--- src/rtl/status_flag_unit_if.sv ---
// Bus bundle for status_flag_unit: EXE-stage flag update, shadow save/restore
// controls and the NZCV views returned to the pipeline.
interface status_flag_unit_if;
  logic       freeze;
  logic       s_update;
  logic [3:0] flag_mask;
  logic [3:0] alu_status;
  logic       save;
  logic       restore;
  logic [3:0] status_out;
  logic [3:0] status_fwd;
  logic       shadow_valid;
  logic       flags_pending;

  modport master (
    output freeze, s_update, flag_mask, alu_status, save, restore,
    input  status_out, status_fwd, shadow_valid, flags_pending
  );

  modport slave (
    input  freeze, s_update, flag_mask, alu_status, save, restore,
    output status_out, status_fwd, shadow_valid, flags_pending
  );
endinterface

--- src/rtl/status_flag_unit.sv ---
// Architectural NZCV register with masked EXE update and a one-entry shadow.
// Define STATUS_FLAG_FWD_EN to bypass the pending update to ID instead of stalling.
module status_flag_unit (
  input  logic               clk,
  input  logic               rst,
  status_flag_unit_if.slave  bus
);

  logic [3:0] nzcv_q, nzcv_d;
  logic [3:0] shadow_q, shadow_d;
  logic       shadow_valid_q, shadow_valid_d;

  logic       wr;
  logic       save_ok;
  logic       restore_ok;
  logic [3:0] masked_upd;

  always_comb begin
    wr         = bus.s_update & ~bus.freeze;
    save_ok    = bus.save & ~bus.freeze;
    restore_ok = bus.restore & shadow_valid_q & ~bus.freeze;
    masked_upd = (bus.alu_status & bus.flag_mask) | (nzcv_q & ~bus.flag_mask);
  end

  // Restore wins over the EXE update; save always captures the pre-edge nzcv,
  // which makes a simultaneous save+restore a swap that keeps the shadow valid.
  always_comb begin
    nzcv_d         = nzcv_q;
    shadow_d       = shadow_q;
    shadow_valid_d = shadow_valid_q;
    if (restore_ok) begin
      nzcv_d         = shadow_q;
      shadow_valid_d = 1'b0;
    end else if (wr) begin
      nzcv_d = masked_upd;
    end
    if (save_ok) begin
      shadow_d       = nzcv_q;
      shadow_valid_d = 1'b1;
    end
  end

  always_ff @(posedge clk or posedge rst) begin
    if (rst) begin
      nzcv_q         <= 4'b0000;
      shadow_q       <= 4'b0000;
      shadow_valid_q <= 1'b0;
    end else begin
      nzcv_q         <= nzcv_d;
      shadow_q       <= shadow_d;
      shadow_valid_q <= shadow_valid_d;
    end
  end

  assign bus.status_out   = nzcv_q;
  assign bus.shadow_valid = shadow_valid_q;

`ifdef STATUS_FLAG_FWD_EN
  assign bus.status_fwd    = nzcv_d;
  assign bus.flags_pending = 1'b0;
`else
  assign bus.status_fwd    = nzcv_q;
  assign bus.flags_pending = wr | restore_ok;
`endif

endmodule

--- src/flat_wrapper.sv ---
// flat-port wrapper written by rule: the top's interface ports become plain ports
module status_flag_unit_flat 
  (clk, rst, bus_freeze, bus_s_update, bus_flag_mask, bus_alu_status, bus_save, bus_restore, bus_status_out, bus_status_fwd, bus_shadow_valid, bus_flags_pending);
  status_flag_unit_if bus_i ();
  input  logic clk;
  input  logic rst;
  input wire logic [$bits(bus_i.freeze)-1:0] bus_freeze;
  input wire logic [$bits(bus_i.s_update)-1:0] bus_s_update;
  input wire logic [$bits(bus_i.flag_mask)-1:0] bus_flag_mask;
  input wire logic [$bits(bus_i.alu_status)-1:0] bus_alu_status;
  input wire logic [$bits(bus_i.save)-1:0] bus_save;
  input wire logic [$bits(bus_i.restore)-1:0] bus_restore;
  output wire logic [$bits(bus_i.status_out)-1:0] bus_status_out;
  output wire logic [$bits(bus_i.status_fwd)-1:0] bus_status_fwd;
  output wire logic [$bits(bus_i.shadow_valid)-1:0] bus_shadow_valid;
  output wire logic [$bits(bus_i.flags_pending)-1:0] bus_flags_pending;
  assign bus_i.freeze = bus_freeze;
  assign bus_i.s_update = bus_s_update;
  assign bus_i.flag_mask = bus_flag_mask;
  assign bus_i.alu_status = bus_alu_status;
  assign bus_i.save = bus_save;
  assign bus_i.restore = bus_restore;
  assign bus_status_out = bus_i.status_out;
  assign bus_status_fwd = bus_i.status_fwd;
  assign bus_shadow_valid = bus_i.shadow_valid;
  assign bus_flags_pending = bus_i.flags_pending;
  status_flag_unit u_core (.clk(clk), .rst(rst), .bus(bus_i));
endmodule
--- config.mk ---
export PLATFORM = sky130hd
export DESIGN_NAME = status_flag_unit_flat
export DESIGN_NICKNAME = d
export VERILOG_FILES = /design/src/rtl/status_flag_unit_if.sv /design/src/rtl/status_flag_unit.sv /design/src/flat_wrapper.sv
export SDC_FILE = /design/constraint.sdc
export NUM_CORES = 1
export LEC_CHECK = 0
export ABC_CLOCK_PERIOD_IN_PS = 1500
export BUFFER_PORTS_ARGS = -buffer_cell sky130_fd_sc_hd__buf_2
export CORE_MARGIN = 1.5
export CORE_UTILIZATION = 35
export CTS_BUF_LIST = sky130_fd_sc_hd__clkbuf_2 sky130_fd_sc_hd__clkbuf_4 sky130_fd_sc_hd__clkbuf_8
export DETAILED_ROUTE_END_ITERATION = 10
export SETUP_SLACK_MARGIN = 0.4
export SKIP_LAST_GASP = 1
export SLEW_MARGIN = 0
export SYNTH_ARGS = -nofsm -noshare
export SYNTH_HDL_FRONTEND = slang
export SYNTH_SLANG_ARGS = --single-unit
--- constraint.sdc ---
create_clock -name clk -period 1.5 [get_ports clk]
set_clock_uncertainty 0.1 [all_clocks]
set_input_delay 0.3 -clock clk [delete_from_list [all_inputs] [get_ports clk]]
set_output_delay 0.3 -clock clk [all_outputs]
set_load 0.05 [all_outputs]
==> impl_metrics.toml <==
[run_status]
status = "finished, final reports clean"

[timing]
slew_headroom = 0.782
finalSetupViolations = 0
fmax_mhz = 702
hold_violations = 0
setup_slack_ns = 0.0764
worst_pin_slew_ns = 0.326
setup-tns-final_ns = 0
post-route-period-util = 0.949
whs_ns = 0.250
final_max_slew_viol_count = 0
min_period_ns = 1.42
rsz0062_at_grt = "true"

[clock_network]
clockBufferDepth = 2
path_clk_slew_ns = 0.06
cts-root-buf = "clkbuf_4"
clk_latency_ns = 0.26
cts-buffers-inserted = 3
clkSinkCount = 9
cts_tree = "built"
cts_max_level = 1

[job]
maxCapViolations = 0

[cells_and_area]
multiInputGateArea_sq_um = 224
layout_commonest_cell = "buf_2"
areaGrowthSynthToFinish_pct = 65.8
drive_gt1_frac = 0.622
antenna-diode-count = 0
final_cell_mix = "buf_2, buf_6, buf_4"
seq_area_sq_um = 230
final_nets = 89
fillers = 98

[critical_path]
worstSetupEndpointType = "primary output"
critPathLaunchType = "flop"
crit_type = "reg -> out"
path_max_fanout = 3
cp.arrival_ns = 1.02
worstPathRequired_ns = 1.10

[route]
drt_wl_total_microns = 939
drt_first_pass_iters = 4
vias_per_cell = 4.60
routedWlPerCell_microns = 10.7
drc = 0
routed-via-count = 405
ant_nets = 0
drt_iter0_markers = 8

[yosys]
synth_area_leader_cell = "dfrtp_1"
yosys.area.top_type_share = 0.493
yosysSeqAreaShare = 0.493
synthTopCellsByArea = "dfrtp_1, mux2_2, mux2i_1"
synth-seq-cells = 9
synth-adder-area-share = 0
synthSimpleGateAreaFrac = 0.173
synth_xor_area_frac = 0
avgSynthCellArea_sq_um = 10.6
synth_top_family_by_area = "simple AND/OR/NAND/NOR gates"
syn_area_sq_um = 457
synth_compound_area_frac = 0.0877
syn_nets = 57
ys_warn_count = 0
netlist-cell-type-count = 14
synthCells = 43
synth_mux_area_frac = 0.164

[grt]
overflow = 0
grtUsageTotal = 0.164
grt_pass1_wl_mm = 1.56
antenna_found_initial = 0
grt_pass1_vias = 364
grt_start_max_net_pins = 11

[min_path]
min_path_type = "in -> reg"

[placement]
numPortBuffers = 23
place_ws_ns = 0.172
gp_routability_congestion = 0.691

[floorplan]
num_rows = 12
dieWidth_microns = 39.1
io_pins = 24
design.die.area_sq_mm = 0.00153
start_util = 0.395
die_y_microns = 39.1
core-area_sq_mm = 0.00116

[pwr]
power_density_mw_per_mm2 = 1610
total_power_mw = 1.22
vdd_drop_max_uv = 796
leakagePower_nw = 0.370
## kinds of logic (layout without fill, tap and decap cells)
group / Yosys count / in the layout
AO/OA/AOI/OAI: 7 / 7
buffers and inverters: 6 / 37
flip-flops: 9 / 9
multiplexers: 7 / 7
AND/OR/NAND/NOR: 14 / 14
## worst max-delay path: stages (launching register included)
cell and delay, ns:
dfrtp_2 0.43, a21oi_4 0.15, nor2_4 0.04, buf_6 0.15
## synth_stat cells
| master | count |
|---|---|
| inv_1 | 2 |
| mux2i_1 | 3 |
| nor2_1 | 4 |
| mux2_2 | 4 |
| or4b_1 | 1 |
| dfrtp_1 | 9 |
| or3_1 | 1 |
| a21oi_1 | 5 |
| nand2_1 | 3 |
| nand2b_1 | 1 |
| buf_4 | 4 |
| o211a_1 | 1 |
| o21ai_0 | 1 |
| nand3b_1 | 4 |
## through the flow
step | cell area [sq um] | utilization | std cells
after global routing | 757 | 0.655 | 88
after CTS | 718 | 0.621 | 86
after floorplan | 494 | - | 43
after detailed placement | 574 | 0.497 | 76
final | 757 | 0.655 | 88
after global placement | 574 | 0.497 | 76
## power breakdown
part	total, mW	internal, mW	switching [mW]
sequential	0.391	0.326	0.0652
clock	0.200	0.120	0.0797
combinational	0.630	0.274	0.356
total	1.22	0.720	0.501
## layout make-up
cell class,instances,area share
multi-input combinational,28,0.296
timing repair buffer,31,0.327
inverter,2,0.00992
tap,14,0.0231
sequential,9,0.304
clock buffer,4,0.0397
## path summary, 6_finish.rpt
path | startpoint | to | slack, ns | cells past startpoint
worst min register to register | u_core.shadow_q[2] | u_core.shadow_q[2] | 0.41 | 1
worst max-delay path | u_core.bus.shadow_valid | bus_flags_pending | 0.08 | 3
worst min-delay path | bus_alu_status[0] | flop | 0.25 | 3
worst max register to register | u_core.bus.shadow_valid | flop | 0.08 | 4
max in group asynchronous | rst | async pin | 0.61 | 3
min in group asynchronous | rst | u_core.shadow_q[2] | 0.43 | 3
## what timing repair did
item / 4_1_cts / 5_1_grt
endpoints found under the hold margin: 9 / 0
pin swaps: 1 / 1
hold buffers: 1 / 0
setup endpoints to repair: 11 / 11
setup buffers: 5 / 2
gates resized for setup: 21 / 5
## per-layer routing
metal	routed length (microns)	track usage	vias up
li1	-	-	208
met1	423	0.193	180
met2	448	0.254	17
met3	67	0.0694	0
met4	0	0.0776	0
met5	0	0	-
Note: power is estimated with default switching activity, not from simulation.
